## config.mk

```make
export PLATFORM = sky130hd
export DESIGN_NAME = id_exe_stage_reg
export DESIGN_NICKNAME = d
export VERILOG_FILES = /design/src/rtl/id_exe_stage_reg.sv
export SDC_FILE = /design/constraint.sdc
export NUM_CORES = 1
export LEC_CHECK = 0
export BUFFER_PORTS_ARGS = -buffer_cell sky130_fd_sc_hd__buf_2
export CAP_MARGIN = 20
export CORE_ASPECT_RATIO = 0.9
export CORE_MARGIN = 2
export CORE_UTILIZATION = 49
export CTS_BUF_LIST = sky130_fd_sc_hd__clkbuf_2 sky130_fd_sc_hd__clkbuf_4 sky130_fd_sc_hd__clkbuf_8
export DETAILED_ROUTE_END_ITERATION = 8
export PLACE_DENSITY = 0.9
export SYNTH_ARGS = -nofsm -noshare
export SYNTH_HDL_FRONTEND = slang
export SYNTH_SLANG_ARGS = --single-unit
```

## constraint.sdc

```tcl
create_clock -name clk -period 6.5 [get_ports clk]
set_input_delay 0.325 -clock clk [delete_from_list [all_inputs] [get_ports clk]]
set_output_delay 0.325 -clock clk [all_outputs]
set_load 0.02 [all_outputs]
```

## src/rtl/id_exe_stage_reg.sv

```systemverilog
// id_exe_stage_reg: ID->EXE pipeline register with freeze, flush/bubble NOP insertion and slot valid tracking
// Optional BUBBLE_CNT_EN adds a saturating 16-bit count of inserted NOPs on bubble_cnt_out.
module id_exe_stage_reg #(
  parameter int DATA_W     = 32,
  parameter int REG_ADDR_W = 4
) (
  input  logic                  clk,
  input  logic                  rst,
  input  logic                  freeze,
  input  logic                  flush,
  input  logic                  bubble,
  input  logic [DATA_W-1:0]     pc_in,
  input  logic                  wb_en_in,
  input  logic                  mem_r_en_in,
  input  logic                  mem_w_en_in,
  input  logic                  b_in,
  input  logic                  s_in,
  input  logic                  imm_in,
  input  logic [3:0]            exe_cmd_in,
  input  logic [DATA_W-1:0]     val_rn_in,
  input  logic [DATA_W-1:0]     val_rm_in,
  input  logic [11:0]           shift_operand_in,
  input  logic [23:0]           signed_imm_24_in,
  input  logic [REG_ADDR_W-1:0] dest_in,
  input  logic [REG_ADDR_W-1:0] src1_in,
  input  logic [REG_ADDR_W-1:0] src2_in,
  input  logic [3:0]            sr_in,
  output logic [DATA_W-1:0]     pc_out,
  output logic                  wb_en_out,
  output logic                  mem_r_en_out,
  output logic                  mem_w_en_out,
  output logic                  b_out,
  output logic                  s_out,
  output logic                  imm_out,
  output logic [3:0]            exe_cmd_out,
  output logic [DATA_W-1:0]     val_rn_out,
  output logic [DATA_W-1:0]     val_rm_out,
  output logic [11:0]           shift_operand_out,
  output logic [23:0]           signed_imm_24_out,
  output logic [REG_ADDR_W-1:0] dest_out,
  output logic [REG_ADDR_W-1:0] src1_out,
  output logic [REG_ADDR_W-1:0] src2_out,
  output logic [3:0]            sr_out,
  output logic                  valid_out
`ifdef BUBBLE_CNT_EN
  ,
  output logic [15:0]           bubble_cnt_out
`endif
);
  logic nop;
  assign nop = flush | bubble;
  // capture the ID slot; freeze holds everything, flush/bubble load an all-zero NOP
  always_ff @(posedge clk or posedge rst)
    if (rst) begin
      pc_out            <= '0;
      wb_en_out         <= 1'b0;
      mem_r_en_out      <= 1'b0;
      mem_w_en_out      <= 1'b0;
      b_out             <= 1'b0;
      s_out             <= 1'b0;
      imm_out           <= 1'b0;
      exe_cmd_out       <= '0;
      val_rn_out        <= '0;
      val_rm_out        <= '0;
      shift_operand_out <= '0;
      signed_imm_24_out <= '0;
      dest_out          <= '0;
      src1_out          <= '0;
      src2_out          <= '0;
      sr_out            <= '0;
      valid_out         <= 1'b0;
    end else if (!freeze) begin
      pc_out            <= nop ? '0 : pc_in;
      wb_en_out         <= !nop && wb_en_in;
      mem_r_en_out      <= !nop && mem_r_en_in;
      mem_w_en_out      <= !nop && mem_w_en_in;
      b_out             <= !nop && b_in;
      s_out             <= !nop && s_in;
      imm_out           <= !nop && imm_in;
      exe_cmd_out       <= nop ? '0 : exe_cmd_in;
      val_rn_out        <= nop ? '0 : val_rn_in;
      val_rm_out        <= nop ? '0 : val_rm_in;
      shift_operand_out <= nop ? '0 : shift_operand_in;
      signed_imm_24_out <= nop ? '0 : signed_imm_24_in;
      dest_out          <= nop ? '0 : dest_in;
      src1_out          <= nop ? '0 : src1_in;
      src2_out          <= nop ? '0 : src2_in;
      sr_out            <= nop ? '0 : sr_in;
      valid_out         <= !nop;
    end
`ifdef BUBBLE_CNT_EN
  // count NOP insertions, saturating at all-ones so it never wraps
  always_ff @(posedge clk or posedge rst)
    if (rst) bubble_cnt_out <= '0;
    else if (!freeze && nop && bubble_cnt_out != 16'hFFFF) bubble_cnt_out <= bubble_cnt_out + 16'd1;
`endif
endmodule
```

# [Word level (Yosys, flattened, before mapping)]
# Index checks and enable logic that the tools add are counted.
[word_totals] out_inout_bits=159 in_bits=163 elab_cells=35 register_bits=159
[op_classes] mux=10 bitwise=1 n_reduce_logical=7
[ops] cell="32-bit 2-to-1 mux" count=3
[ops] cell="24-bit 2-to-1 mux" count=1
[ops] cell="4-bit 2-to-1 mux" count=5
[ops] cell="12-bit 2-to-1 mux" count=1
[ops] cell="1-bit logical AND" count=6
[ops] cell="1-bit logical NOT" count=1
[ops] cell="1-bit OR" count=1

# [Longest topological paths before layout]
# Gate-level depths: netlist of run 1.
[depth] depth_word=3 ltp_mapped=5 mapped_depth_nobuf=2

# [Worst setup path after synthesis of run 1]
# OpenSTA, ideal clock, no wires.
[synth_timing] kind="input port to flip-flop" start="input port bubble" end="register b_out" stages=5 n_path_buf=3 path_slack_ns=5.353 setup_time_ns=0.074 arrival_ns=1.073 required_ns=6.426 cell_sequence="or2_1 > buf_6 > buf_6 > buf_6 > o21ai_2"
[synth_between] elab_chain_cells=3
[synth_rtl] element="start: declaration" line_no="11" rtl="input logic bubble,"
[synth_rtl] element="1-bit OR" line_no="51" rtl="assign nop = flush | bubble;"
[synth_rtl] element="1-bit logical NOT" line_no="77" rtl="b_out <= !nop && b_in;"
[synth_rtl] element="1-bit logical AND" line_no="77"
[synth_rtl] element="end signal: assignment" line_no="77"
[synth_rtl] element="end: declaration" line_no="32" rtl="output logic b_out,"
# No other way between the ends.
# A chain may end at the register's enable or synchronous reset.

# [Worst setup path in the final report of run 1]
[layout_timing] start="input port bubble" end="register pc_out[28]"
[layout_between] elab_chain_cells=2
[layout_rtl] element="1-bit OR" line_no="51"
[layout_rtl] element="32-bit 2-to-1 mux" line_no="73" rtl="pc_out <= nop ? '0 : pc_in;"
[layout_rtl] element="end signal: assignment" line_no="73"
[layout_rtl] element="end: declaration" line_no="28" rtl="output logic [DATA_W-1:0] pc_out,"
# No other way between the ends.

==> metrics.cfg, run 1 <==
[floorplan]
floorplan.io_pins=322
die_area_um2=15340
floorplan_die_height_um=117.7
initial_core_util_pct=50.25
floorplan.die.width_um=130.3
row_count=41
design.core.area_um2=14000

[yosys]
synth_sequential_area_ratio_pct=56.54
cell_types_with_the_highest_counts_after_synthesis=dfrtp_1 (159), nand2_1 (159), nand2b_1 (158)
yosys_warnings=0
synth.distinct_cells=11
synth_top_area_cell=dfrtp_1
ys.flop_type=dfrtp_1
syn-instance-count=690
syn_area_um2=7037
synth.net_count=853
async_flop_share_pct=100.0
post_synth_main_area_contributors=dfrtp_1 (57%), nand2b_1 (14%), o21ai_2 (11%), nand2_1 (8.5%), o21ai_0 (3.5%)
average_cell_area_after_synthesis_um2=10.20
synth_top_area_share_pct=56.54
synth_enable_flop_cells=0
yosys_register_bits=159

[clock_tree]
tritoncts_sink_count=159
clk_pin_slew_ns=0.08
clk_latency_ns=0.44
postCtsSetupRepairBufs=0
postCtsResizedCells=0
cts_root_buffer=clkbuf_8
clk_path_buf_depth=2
cts_hold_buf=0
htree_num_levels=4
cts_tree=done
cts-buffers-inserted=17

[run_status]
outcome=finished clean

[critical_path]
crit_path_end_kind=register
worst-path-max-fanout=57
cp.arrival_ns=1.95
critical_path_required_ns=6.77
timing.setup.critical_path_class=input pin to register
crit_path_start_kind=input pin

[power]
p_int_mw=1.520
power_frac_seq_pct=51.0
comb_power_share_pct=16.1
clock_power_share_pct=32.8
net-switching-power_mw=0.5812
peakVddDrop_mv=0.1636
swShare_pct=27.66
powerDensity_nw_per_um2=234.0
power_leakage_nw=4.715

[drt]
antenna_left=0
drc=0
drt_pass1_iterations=4
dr.first_iter.drc_count=305
drt-vias-per-instance=4.810
post_drt_wl_per_cell_um=14.08
num_vias=5710
totalWireLength_mm=16.72

[sta]
fmaxAchievable_ghz=0.5967
timing.final.setup_violations=0
layout_worst_path_cycle_share_pct=25.78
slew_headroom_pct=37.06
timing.final.max_slew_violations=0
worst_clock_skew_ns=0
rsz0062_at_grt=no
timing_worst_slew_pin_value_ns=0.9441
final.setup.tns_ns=0
timing.final.hold_violations=0
period_needed_ns=1.676

[layout]
syn2layout_area_growth_pct=27.61
nNetsFinal=1145
drive_above_1_share_pct=45.12
final_cells=1187

[global_route]
grt_antenna_before_repair=1
global_route.overflow_total=0
grt_util_all_layers_pct=21.79
grt_pass1_vias=5528
pin_count_of_the_biggest_net_entering_global_routing=120
grt_pass1_wl_mm=26.43

[run]
maxCapViolCount=0

[placement]
hpwlAfterDp_mm=11.77
gpl.final_weighted_congestion=0.8017
number_of_buffer_cells_added_on_primary_ports=321
placed_instances=1156

[min_path]
worst_hold_path_type=input pin to asynchronous set/reset pin

[state kept, by name, indices dropped and copies added, names as in the netlist]
| name | count |
|---|---|
| b_out | 1 |
| dest_out | 4 |
| exe_cmd_out | 4 |
| imm_out | 1 |
| mem_r_en_out | 1 |
| mem_w_en_out | 1 |
| pc_out | 32 |
| s_out | 1 |
| shift_operand_out | 12 |
| signed_imm_24_out | 24 |
| sr_out | 4 |
| src1_out | 4 |
| src2_out | 4 |
| val_rm_out | 32 |
| val_rn_out | 32 |
| valid_out | 1 |
| wb_en_out | 1 |
[placed cells by master, fill, tap and decap left out]
master / instances
buf_2: 320
buf_4: 5
buf_6: 1
bufinv_16: 1
clkbuf_4: 5
clkbuf_8: 20
clkinv_2: 1
clkinvlp_4: 3
dfrtp_1: 159
diode_2: 1
inv_6: 1
nand2_1: 159
nand2b_1: 158
o21ai_0: 49
o21ai_1: 20
o21ai_2: 90
or2_4: 1
[final timing paths]
path / startpoint / endpoint / slack, ns / depth (start not counted)
setup / recovery: bubble / pc_out[28] / 4.82 / 4
hold / removal: rst / val_rm_out[27] / 0.002 / 2
setup reg to reg: pc_out[28] / pc_out[28] / 5.77 / 2
hold reg to reg: s_out / s_out / 0.48 / 2
max in group asynchronous: rst / val_rm_out[29] / 5.08 / 3
min in group clk: val_rm_in[3] / val_rm_out[3] / 0.12 / 3
[routing by layer]
layer	track usage [%]	part of all wire, %	up-vias
met5	0	0	-
met4	10.42	3.5	0
met3	7.045	8.8	45
met2	35.73	48	242
met1	25.71	39	2606
li1	-	-	2817
[metrics by stage]
step           util, %  setup slack [ns]  instance area (µm²)  power, mW  hold slack (ns)
2_1_floorplan        -             1.883                 7037      1.307           0.4649
3_3_place_gp     61.46             4.339                 8607      1.425           0.4587
3_5_place_dp     61.46             4.387                 8607      1.434           0.4619
4_1_cts          64.10             4.822                 8977      2.121          0.01589
5_1_grt          64.12             4.666                 8980      2.204          0.03967
6_report         64.12             4.824                 8980      2.101         0.002024
[layout make-up]
type                    count  area [µm²]
inverters                   1       8.758
fillers                  1175        5025
multi-input cells         477        2728
diodes                      1       2.502
flip-flops and latches    159        3979
repair buffers            326        1650
well taps                 193       241.5
clock buffers              25       312.8
clock inverters             5       57.56
[worst max-delay path: stages]
cell	delay (ns)
buf_2	0.08
or2_4	0.46
buf_4	0.81
o21ai_0	0.25
[power groups by stage]
stage / clock network (mW) / registers (mW) / logic, mW
2_1_floorplan: 0 / 1.16 / 0.147
3_3_place_gp: 0 / 1.09 / 0.336
3_5_place_dp: 0 / 1.09 / 0.344
4_1_cts: 0.705 / 1.07 / 0.344
5_1_grt: 0.752 / 1.08 / 0.373
6_report: 0.689 / 1.07 / 0.339
[logic make-up after synthesis]
group | Yosys count | synth area share [%]
simple gates | 318 | 22.62
buf+inv | 54 | 4.730
flops | 159 | 56.54
compound gates | 159 | 16.11
(Power assumes the default switching activity.)
==> run 2, diff against run 1 <==
==> constraint.sdc (replaced) <==
create_clock -name clk -period 1.7 [get_ports clk]
set_input_delay 0.085 -clock clk [delete_from_list [all_inputs] [get_ports clk]]
set_output_delay 0.085 -clock clk [all_outputs]
set_load 0.02 [all_outputs]
==> metrics.cfg, run 2 (synthesis gave the netlist of run 1 again) <==
[run_status]
outcome=finished clean

[clock_tree]
cts_root_buffer=clkbuf_8
clk_pin_slew_ns=0.10
clk_path_buf_depth=2
cts_tree=done
htree_num_levels=4
clk_latency_ns=0.44
tritoncts_sink_count=159
cts-buffers-inserted=17

[drt]
drc=0
drt_pass1_iterations=7
dr.first_iter.drc_count=482
antenna_left=0
num_vias=6996
totalWireLength_mm=23.94
post_drt_wl_per_cell_um=17.62
drt-vias-per-instance=5.148

[sta]
final.setup.tns_ns=0
rsz0062_at_grt=no
timing.final.setup_violations=0
worst_clock_skew_ns=0
layout_worst_path_cycle_share_pct=95.03
timing.final.hold_violations=0
setup_slack_ns=0.08455
timing_worst_slew_pin_value_ns=0.5223
slew_headroom_pct=65.18
timing.final.max_slew_violations=0
period_needed_ns=1.615
fmaxAchievable_ghz=0.6190

[floorplan]
floorplan_die_height_um=117.7
row_count=41
design.core.area_um2=14000
die_area_um2=15340
floorplan.die.width_um=130.3
floorplan.io_pins=322
initial_core_util_pct=50.25

[critical_path]
crit_path_end_kind=register
crit_path_start_kind=input pin
worst-r2r-setup-slack_ns=0.49
cp.arrival_ns=1.96
worst-path-max-fanout=47
worstReg2RegEnd=val_rm_out[17]
timing.critical_path.to=pc_out[4]
register_to_register_path_depth=3
critical_path_required_ns=2.04
startpoint=freeze
timing.setup.critical_path_class=input pin to register
worst_r2r_startpoint=val_rm_out[17]

[global_route]
grt_pass1_wl_mm=37.29
met3_usage_pct=8.364
grt_antenna_before_repair=0
grt_util_all_layers_pct=31.40
grt_use_met2_pct=53.57
global_route.overflow_total=0
gr_met1_demand_resource_pct=34.06
grt.busiest_layer=met2
pin_count_of_the_biggest_net_entering_global_routing=96
grt_pass1_vias=7518

[placement]
hpwlAfterDp_mm=12.03
dp_worst_setup_slack_ns=0.5280
placed_instances=1163
number_of_buffer_cells_added_on_primary_ports=321
gpl.final_weighted_congestion=0.8092

[layout]
syn2layout_area_growth_pct=53.45
most_common_library_cell_in_the_layout_ignoring_fill_and_taps=buf_2
drive_above_1_share_pct=39.11
final_cells=1359
final_util_pct=77.10
antenna-diode-count=0
registers_with_the_highest_flip_flop_counts=pc_out: 32 flops, val_rm_out: 32 flops, val_rn_out: 32 flops
fillerInstances=790
final_cell_mix=buf_2 (320), dlygate4sd3_1 (165), nand2_1 (159), dfrtp_1 (159), nand2b_1 (158)
nNetsFinal=1317

[min_path]
worst_hold_path_type=input pin to register

[run]
maxCapViolCount=0

[power]
power_leakage_nw=5.492
powerDensity_nw_per_um2=797.6
post-layout-total-power_mw=8.613
peakVddDrop_mv=0.5671

[run 2: worst min-delay path by stage]
| stage | start | to | slack, ns | depth (start not counted) |
|---|---|---|---|---|
| floorplan | shift_operand_in[10] | shift_operand_out[10] | 0.22 | 2 |
| global placement | rst | val_rm_out[12] | 0.25 | 3 |
| detailed placement | rst | val_rm_out[12] | 0.25 | 3 |
| CTS | bubble | pc_out[14] | 0.16 | 3 |
| global route | bubble | pc_out[10] | 0.22 | 3 |
| finish | flush | pc_out[10] | 0.22 | 3 |
[run 2: per-layer routing]
metal	vias up	share of wire, %
li1	3146	-
met1	3308	35
met2	426	51
met3	116	8.7
met4	0	5.7
met5	-	0
[run 2: layout make-up]
class | instances | area (µm²) | area share, %
sequential | 159 | 3979 | 36.85
timing repair buffer | 498 | 3463 | 32.07
multi-input combinational | 477 | 2728 | 25.26
clock buffer | 20 | 262.8 | 2.433
tap | 193 | 241.5 | 2.236
clock inverter | 11 | 116.4 | 1.078
inverter | 1 | 7.507 | 0.06952
[run 2: timing repair]
item                                   4_1_cts  5_1_grt
buffers inserted                             0        0
gates resized for setup                      0        3
hold buffers                               165        0
endpoints found under the hold margin      318        0
setup endpoints to repair                    0        1
[run 2: stage by stage]
step / hold WS [ns] / instance area, µm²
finish: 0.2166 / 10800
detailed placement: 0.2473 / 8758
global route: 0.2245 / 10800
floorplan: 0.2249 / 7041
CTS: 0.1588 / 10790
global placement: 0.2471 / 8758
[run 2: critical path, cell delays in order]
cell and delay, ns:
dlygate4sd3_1 0.61, buf_12 0.25, buf_4 0.27, nand2b_1 0.15, o21ai_2 0.05, dlygate4sd3_1 0.55
[run 2: report_power, final]
part / switching (mW) / internal (mW)
Clock: 1.41 / 1.36
Sequential: 0.131 / 3.99
Combinational: 0.958 / 0.771
Total: 2.49 / 6.12
